## config.mk

```make
export PLATFORM = sky130hd
export DESIGN_NAME = data_mem_ctrl_flat
export DESIGN_NICKNAME = d
export VERILOG_FILES = /design/src/rtl/data_mem_ctrl_if.sv /design/src/rtl/data_mem_ctrl.sv /design/src/flat_wrapper.sv
export SDC_FILE = /design/constraint.sdc
export NUM_CORES = 1
export LEC_CHECK = 0
export CORE_ASPECT_RATIO = 0.6
export CORE_MARGIN = 2
export CORE_UTILIZATION = 42
export DETAILED_ROUTE_END_ITERATION = 10
export GPL_ROUTABILITY_DRIVEN = 0
export GPL_TIMING_DRIVEN = 0
export PLACE_DENSITY = 0.77
export SYNTH_ARGS = -nofsm -noshare
export SYNTH_HDL_FRONTEND = slang
export SYNTH_SLANG_ARGS = --single-unit
```

## constraint.sdc

```tcl
create_clock -name clk -period 2.4 [get_ports clk]
set_input_delay 0.36 -clock clk [delete_from_list [all_inputs] [get_ports clk]]
set_output_delay 0.36 -clock clk [all_outputs]
set_load 0.005 [all_outputs]
```

## src/rtl/data_mem_ctrl_if.sv

```systemverilog
// External memory handshake bus between the data memory controller and the memory.
interface data_mem_ctrl_if;
    logic        ext_req;
    logic        ext_we;
    logic [29:0] ext_addr;
    logic [31:0] ext_wdata;
    logic [31:0] ext_rdata;
    logic        ext_ack;

    modport master (
        output ext_req,
        output ext_we,
        output ext_addr,
        output ext_wdata,
        input  ext_rdata,
        input  ext_ack
    );

    modport slave (
        input  ext_req,
        input  ext_we,
        input  ext_addr,
        input  ext_wdata,
        output ext_rdata,
        output ext_ack
    );
endinterface

```

## src/rtl/data_mem_ctrl.sv

```systemverilog
// Data memory controller: bridges core load/store requests onto a req/ack
// external memory bus, stalling the core until the access retires.
module data_mem_ctrl #(
    parameter logic [7:0] TMO = 8'd200
) (
    input  logic                  clk,
    input  logic                  rst_n,
    input  logic [31:0]           add,
    input  logic [31:0]           wd,
    input  logic                  mw,
    input  logic                  mre,
    output logic [31:0]           rd,
    output logic                  stall,
    output logic                  err,
    data_mem_ctrl_if.master       ext
);

    localparam int unsigned DW  = 32;
    localparam int unsigned WAW = 30;
    localparam int unsigned CW  = 8;

    typedef enum logic [1:0] {
        IDLE = 2'd0,
        REQ  = 2'd1,
        DONE = 2'd2
    } state_t;

    state_t          state_q, state_d;
    logic [DW-1:0]   rd_d;
    logic            err_d;
    logic            req_q, req_d;
    logic            we_q, we_d;
    logic [WAW-1:0]  addr_q, addr_d;
    logic [DW-1:0]   wdata_q, wdata_d;
    logic [CW-1:0]   cnt_q, cnt_d;
    logic [CW-1:0]   cnt_inc;
    logic            access;
    logic            aligned;

    assign access  = mw | mre;
    assign aligned = (add[1:0] == 2'b00);
    assign cnt_inc = CW'(cnt_q + CW'(1));

    assign ext.ext_req   = req_q;
    assign ext.ext_we    = we_q;
    assign ext.ext_addr  = addr_q;
    assign ext.ext_wdata = wdata_q;

    // State and captured access registers.
    always_ff @(posedge clk or negedge rst_n) begin
        if (!rst_n) begin
            state_q <= IDLE;
            rd      <= '0;
            err     <= 1'b0;
            req_q   <= 1'b0;
            we_q    <= 1'b0;
            addr_q  <= '0;
            wdata_q <= '0;
            cnt_q   <= '0;
        end else begin
            state_q <= state_d;
            rd      <= rd_d;
            err     <= err_d;
            req_q   <= req_d;
            we_q    <= we_d;
            addr_q  <= addr_d;
            wdata_q <= wdata_d;
            cnt_q   <= cnt_d;
        end
    end

    // Next-state, capture, timeout and stall decode.
    always_comb begin
        state_d = state_q;
        rd_d    = rd;
        err_d   = err;
        req_d   = req_q;
        we_d    = we_q;
        addr_d  = addr_q;
        wdata_d = wdata_q;
        cnt_d   = cnt_q;
        stall   = 1'b0;

        unique case (state_q)
            IDLE: begin
                if (access) begin
                    if (aligned) begin
                        // Store wins when both requests are high.
                        stall   = 1'b1;
                        state_d = REQ;
                        req_d   = 1'b1;
                        we_d    = mw;
                        addr_d  = add[31:2];
                        wdata_d = wd;
                        cnt_d   = '0;
                    end else begin
                        err_d = 1'b1;
                    end
                end
            end
            REQ: begin
                stall = 1'b1;
                if (ext.ext_ack) begin
                    // Ack takes priority over a coincident timeout.
                    state_d = DONE;
                    req_d   = 1'b0;
                    if (!we_q) begin
                        rd_d = ext.ext_rdata;
                    end
                end else if (cnt_inc == TMO) begin
                    state_d = DONE;
                    req_d   = 1'b0;
                    err_d   = 1'b1;
                    cnt_d   = cnt_inc;
                    if (!we_q) begin
                        rd_d = '0;
                    end
                end else begin
                    cnt_d = cnt_inc;
                end
            end
            DONE: begin
                state_d = IDLE;
            end
            default: begin
                state_d = IDLE;
                req_d   = 1'b0;
            end
        endcase
    end

endmodule

```

## src/flat_wrapper.sv

```systemverilog
// flat-port wrapper written by rule: the top's interface ports become plain ports
module data_mem_ctrl_flat 
#(
    parameter logic [7:0] TMO = 8'd200
)
  (clk, rst_n, add, wd, mw, mre, rd, stall, err, ext_ext_req, ext_ext_we, ext_ext_addr, ext_ext_wdata, ext_ext_rdata, ext_ext_ack);
  data_mem_ctrl_if ext_i ();
  input  logic clk;
  input  logic rst_n;
  input  logic [31:0] add;
  input  logic [31:0] wd;
  input  logic mw;
  input  logic mre;
  output logic [31:0] rd;
  output logic stall;
  output logic err;
  output wire logic [$bits(ext_i.ext_req)-1:0] ext_ext_req;
  output wire logic [$bits(ext_i.ext_we)-1:0] ext_ext_we;
  output wire logic [$bits(ext_i.ext_addr)-1:0] ext_ext_addr;
  output wire logic [$bits(ext_i.ext_wdata)-1:0] ext_ext_wdata;
  input wire logic [$bits(ext_i.ext_rdata)-1:0] ext_ext_rdata;
  input wire logic [$bits(ext_i.ext_ack)-1:0] ext_ext_ack;
  assign ext_ext_req = ext_i.ext_req;
  assign ext_ext_we = ext_i.ext_we;
  assign ext_ext_addr = ext_i.ext_addr;
  assign ext_ext_wdata = ext_i.ext_wdata;
  assign ext_i.ext_rdata = ext_ext_rdata;
  assign ext_i.ext_ack = ext_ext_ack;
  data_mem_ctrl #(.TMO(TMO)) u_core (.clk(clk), .rst_n(rst_n), .add(add), .wd(wd), .mw(mw), .mre(mre), .rd(rd), .stall(stall), .err(err), .ext(ext_i));
endmodule
```

==> results of run 1 <==
## cells in the final DEF (no fill, tap or decap), types with 2 or more instances in the layout
master	count
clkdlybuf4s50_1	197
dfrtp_1	107
mux2_2	35
mux2i_1	33
nor2_1	30
mux2_1	27
buf_6	10
nor2_2	10
clkbuf_16	9
nand2_1	7
a21oi_1	5
a31oi_1	5
a22o_1	4
buf_2	4
nor3_1	3
clkbuf_1	3
nand2b_1	3
clkinvlp_4	3
buf_4	2
nor3b_1	2
xnor2_1	2
nor4_1	2
o2bb2ai_1	2
## synth_stat cells, types with 4 or more instances
| cell | number | area, µm² |
|---|---|---|
| a21oi_1 | 5 | 25.02 |
| nor2_1 | 30 | 112.6 |
| nor2_2 | 10 | 62.56 |
| a31oi_1 | 5 | 31.28 |
| mux2_2 | 35 | 394.1 |
| a22o_1 | 4 | 35.03 |
| mux2i_1 | 33 | 330.3 |
| buf_6 | 10 | 112.6 |
| buf_2 | 4 | 20.02 |
| nand2_1 | 7 | 26.28 |
| mux2_1 | 27 | 304.0 |
| dfrtp_1 | 107 | 2678 |
## power breakdown
part / internal, W / switching (W) / total, W
combinational: 0.00153 / 0.000739 / 0.00227
clock: 0.000804 / 0.000636 / 0.00144
sequential: 0.00241 / 0.000343 / 0.00276
total: 0.00475 / 0.00172 / 0.00647
## worst max-delay path, delay by kind of cell, from the launching register on
family | cells | cell delay, ns
AO/OA/AOI/OAI | 2 | 0.84
adder cells (fa/ha/maj) | 1 | 0.29
buffers and inverters | 1 | 0.24
flip-flops | 1 | 0.41
AND/OR/NAND/NOR | 2 | 0.26
## stage by stage
| stage | util (%) | power, W |
|---|---|---|
| after detailed placement | 65.71 | 0.005081 |
| final | 68.56 | 0.006470 |
| after global placement | 65.46 | 0.005003 |
| after CTS | 68.56 | 0.006558 |
| after floorplan | - | 0.003480 |
| after global routing | 68.56 | 0.006845 |
## state kept, by name, indices dropped and copies added, names as in the netlist
| register | cells |
|---|---|
| u_core.rd | 32 |
| u_core.ext.ext_addr | 30 |
| u_core.ext.ext_req | 1 |
| u_core.err | 1 |
| u_core.state_q | 2 |
| u_core.ext.ext_wdata | 32 |
| u_core.ext.ext_we | 1 |
| u_core.cnt_q | 8 |
## worst min-delay path by stage
stage	to	start	cells past startpoint	slack (ns)
5_1_grt	u_core.ext.ext_wdata[1]	rst_n	1	0.06
2_1_floorplan	u_core.cnt_q[0]	rst_n	0	0.06
6_report	u_core.ext.ext_wdata[1]	rst_n	1	0.004
3_3_place_gp	u_core.ext.ext_wdata[30]	u_core.ext.ext_wdata[30]	1	0.47
3_5_place_dp	u_core.ext.ext_wdata[1]	rst_n	1	0.40
4_1_cts	u_core.ext.ext_wdata[1]	rst_n	1	0.03
## per-layer routing
| layer | wire length (µm) | vias to the layer above |
|---|---|---|
| li1 | - | 1528 |
| met1 | 4687 | 1570 |
| met2 | 4987 | 117 |
| met3 | 975 | 16 |
| met4 | 181 | 0 |
| met5 | 0 | - |
## kinds of logic after synthesis
group	Yosys count	synth area share, %
flip-flops	107	60.74
AO/OA/AOI/OAI	23	4.087
buffers and inverters	17	3.349
XOR/XNOR	2	0.3975
AND/OR/NAND/NOR	68	7.806
adder cells (fa/ha/maj)	1	0.2838
multiplexers	95	23.33
## final cells by class
cell class / instances / share of cell area (%)
clock buffers: 11 / 3.388
repair buffers: 199 / 29.22
clock inverters: 4 / 0.7650
inverters: 1 / 0.05464
well taps: 135 / 2.459
flip-flops and latches: 107 / 38.98
multi-input cells: 189 / 23.04
plain buffers: 16 / 2.095
==> results.cfg, run 1 <==
[layout]
regArea_mm2 = 0.002678
design_area_mm2 = 0.006869
fillers = 749
drive_gt1_share_pct = 14.99
finalNonFillerCells = 662
syn_to_final_growth_pct = 55.83
nets = 625
multiInputGateArea_mm2 = 0.001583
n_antenna_cell = 0

[critical_path]
cp-end-kind = flop
worstPathMaxFanout = 10
start_kind = flop
cp-startpoint = u_core.cnt_q[0]
endpoint = u_core.rd[25]
crit_required_ns = 2.63
ff2ff_setup_slack_ns = 0.24
worstReg2RegEnd = u_core.rd[25]
slowest_delay_ns = 0.62
worstPathArrival_ns = 2.39
reg2reg_from = u_core.cnt_q[0]
worstRegToRegCells = 6
crit_chain = ha_1, nor3b_1, o2111ai_1, a2111oi_4, buf_6, nor2_2
crit_path_top_delay_cell = a2111oi_4
crit_type = flop to flop

[floorplanning]
rows = 28
core_mm2 = 0.01002
dieArea_mm2 = 0.01136
dieWidth_um = 136.3
die_y_um = 83.36
start_util_pct = 43.99
ios = 199

[clock_tree]
htree_levels = 3
clock_path_buffers = 2
cts_resized = 0
postCtsSetupBuffers = 0
clk_pin_slew_ns = 0.07
cts_buffers = 9
cts_root_buf = clkbuf_16
insertion_delay_ns = 0.34
postCtsHoldBufs = 0
cts.sink_count = 107
cts_tree = built

[outcome]
outcome = completed

[yosys]
syn-num-nets = 415
synth-seq-cells = 107
synth.cell_area_mm2 = 0.004408
syn_inst = 313
yosysWarnings = 0
yosysSeqAreaShare_pct = 60.74
netlist-cell-type-count = 40
synth_ff_type = dfrtp_1
async_reset_ff_share_pct = 100.0
synth_edf_count = 0
syn_area_per_cell_um2 = 14.08

[global_routing]
met2_usage_pct = 31.16
busiest_layer = met2
track_usage_pct = 19.57
grt_max_degree = 65
grt_pass1_vias = 3416
grt_pass1_wl_mm = 17.36
met3_usage_pct = 7.937
grt_antenna_before_repair = 0
gr-total-overflow = 0
met1_usage_pct = 24.51

[route]
viasPerCell = 4.881
initialDrtViolationCount = 136
antenna_left = 0
wl_mm = 10.83
vias = 3231
first_pass_iters = 4
wl_per_cell_um = 16.36
drc = 0

[power_and_ir_drop]
power.density_mw_per_mm2 = 941.8
leakage_nw = 2.807
ir_drop_v = 0.0006189

[timing]
fin_crit_sh_pct = 89.99
finalCriticalPeriod_ns = 2.160
slew_headroom_pct = 61.17
holdWs_ns = 0.004345
clock_skew_ns = 0.005874
setup_tns_ns = 0
finalHoldViolations = 0
setup_viol = 0
fin_ws_ns = 0.2403
slew_violations = 0
tightest_slew_ns = 0.5824
fmax_mhz = 463.0
rsz0062_at_grt = false

[placement]
dp_cells = 647
dpl_cell_area_mm2 = 0.006584
place_ws_ns = 0.02441
place_hpwl_mm = 8.211
portBuffers = 198

[job]
cap_violations = 0

[hold_path]
hold_path.class = input pin to asynchronous set/reset pin
Note: power is estimated with default switching activity, not from simulation.
==> run 2: changes to the inputs <==
Settings changed: CTS_CLUSTER_SIZE set to 40.
==> results of run 2 <==
Same layout as run 1: the final DEF is identical, and so are final timing and power.
==> run 3: changes to the inputs <==
Settings changed: CORE_ASPECT_RATIO 0.6 to 1.2, GPL_ROUTABILITY_DRIVEN 0 to not set.
==> results.cfg, run 3 (same netlist as run 1, synthesis figures left out) <==
[power_and_ir_drop]
seqPwrFrac_pct = 41.9
switching_share_pct = 26.06
power.density_mw_per_mm2 = 950.4
pwr-share-comb_pct = 34.8
leakage_nw = 2.827
ir_drop_v = 0.0004278
power.total_w = 0.006546
p_int_w = 0.004841
clock_power_share_pct = 23.3
p_sw_w = 0.001706

[critical_path]
crit_type = flop to flop
cp-end-kind = flop
reg2reg_from = u_core.cnt_q[0]
crit_chain = ha_1, nor3b_1, o2111ai_1, a2111oi_4, buf_6, nor2_2
worstReg2RegEnd = u_core.rd[24]
worstPathArrival_ns = 2.39
crit_path_top_delay_cell = a2111oi_4
path_delay_family = compound AO/OA/AOI/OAI gates
ff2ff_setup_slack_ns = 0.24
worstPathMaxFanout = 10
start_kind = flop
slowest_delay_ns = 0.62
path_buf_inv = 1
crit_required_ns = 2.63
worstRegToRegCells = 6

[global_routing]
grt_pass1_wl_mm = 17.48
track_usage_pct = 19.82
gr-total-overflow = 0
grt_antenna_before_repair = 0
grt_pass1_vias = 3479
grt_max_degree = 62

[floorplanning]
ios = 199
start_util_pct = 43.60
rows = 40
die_y_um = 116.2
dieWidth_um = 97.52
core_mm2 = 0.01011
dieArea_mm2 = 0.01133

[route]
drc = 0
first_pass_iters = 4
wl_per_cell_um = 16.69
initialDrtViolationCount = 101
vias = 3249
wl_mm = 10.92
antenna_left = 0
viasPerCell = 4.968

[timing]
finalCriticalPeriod_ns = 2.160
setup_viol = 0
finalHoldViolations = 0
rsz0062_at_grt = false
slew_violations = 0
setup_tns_ns = 0
slew_headroom_pct = 58.36
fin_crit_sh_pct = 89.98
fin_ws_ns = 0.2404
clock_skew_ns = 0.007596
tightest_slew_ns = 0.6246
fmax_mhz = 463.0

[layout]
regArea_mm2 = 0.002678
multiInputGateArea_mm2 = 0.001583
fillers = 760
layout_commonest_cell = clkdlybuf4s50_1
final_util_pct = 68.13
syn_to_final_growth_pct = 56.26
n_antenna_cell = 0
drive_gt1_share_pct = 15.34
nets = 625
final_cell_mix = 197 x clkdlybuf4s50_1, 107 x dfrtp_1, 35 x mux2_2

[job]
cap_violations = 0

[clock_tree]
cts_tree = built
postCtsSetupBuffers = 0
insertion_delay_ns = 0.34
postCtsHoldBufs = 0
clk_pin_slew_ns = 0.07
cts_resized = 0
cts.sink_count = 107
cts_root_buf = clkbuf_16
clock_path_buffers = 2
htree_levels = 3
cts_buffers = 9

[placement]
gp_congestion = 0.7739
portBuffers = 198
place_ws_ns = -0.04263
place_hpwl_mm = 8.541

[outcome]
outcome = completed

[hold_path]
hold_path.class = input pin to asynchronous set/reset pin
## run 3: cell types whose count changed in the layout (fill, tap and decap cells not counted), sizes merged
cell / change
clkinvlp: -1
clkbuf: +2
## run 3: area by class of cell
cell class / instances / area share [%]
clock buffers: 13 / 3.924
well taps: 126 / 2.289
inverters: 1 / 0.05450
clock inverters: 3 / 0.6540
repair buffers: 199 / 29.14
plain buffers: 16 / 2.089
flip-flops and latches: 107 / 38.87
multi-input cells: 189 / 22.98
## run 3: worst max path at each step
stage                     from                      end  cells past startpoint
2_1_floorplan  u_core.cnt_q[0]            u_core.rd[21]                      6
3_3_place_gp             rst_n  u_core.ext.ext_addr[17]                      1
3_5_place_dp            add[1]  u_core.ext.ext_addr[22]                      6
4_1_cts        u_core.cnt_q[0]            u_core.rd[24]                      6
5_1_grt        u_core.cnt_q[0]            u_core.rd[23]                      6
6_report       u_core.cnt_q[0]            u_core.rd[24]                      6
## run 3: power groups by stage
| stage | registers [W] | logic (W) | clock network (W) |
|---|---|---|---|
| floorplan | 0.00280 | 0.000676 | 0 |
| global placement | 0.00274 | 0.00225 | 0 |
| detailed placement | 0.00278 | 0.00231 | 0 |
| CTS | 0.00275 | 0.00232 | 0.00156 |
| global route | 0.00282 | 0.00246 | 0.00164 |
| finish | 0.00274 | 0.00228 | 0.00153 |
## run 3: stage by stage
| stage | hold WS (ns) | std cells | area, µm² |
|---|---|---|---|
| floorplan | 0.06441 | 313 | 4408 |
| global placement | 0.4676 | 637 | 6548 |
| detailed placement | 0.4153 | 638 | 6573 |
| CTS | 0.04536 | 654 | 6888 |
| global route | 0.07251 | 654 | 6888 |
| finish | 0.03574 | 654 | 6888 |
## run 3: layer usage
metal  part of all wire, %  GRT usage [%]  vias up
li1                      -              -     1515
met1                    39          22.46     1567
met2                    50          34.34      147
met3                   9.0          7.121       20
met4                   2.6          8.333        0
met5                     0              0        -
## run 3: worst reg2reg max path: stages, from the launching register on
cell and delay (ns):
dfrtp_1 0.42, ha_1 0.28, nor3b_1 0.22, o2111ai_1 0.22, a2111oi_4 0.62, buf_6 0.25
nor2_2 0.06
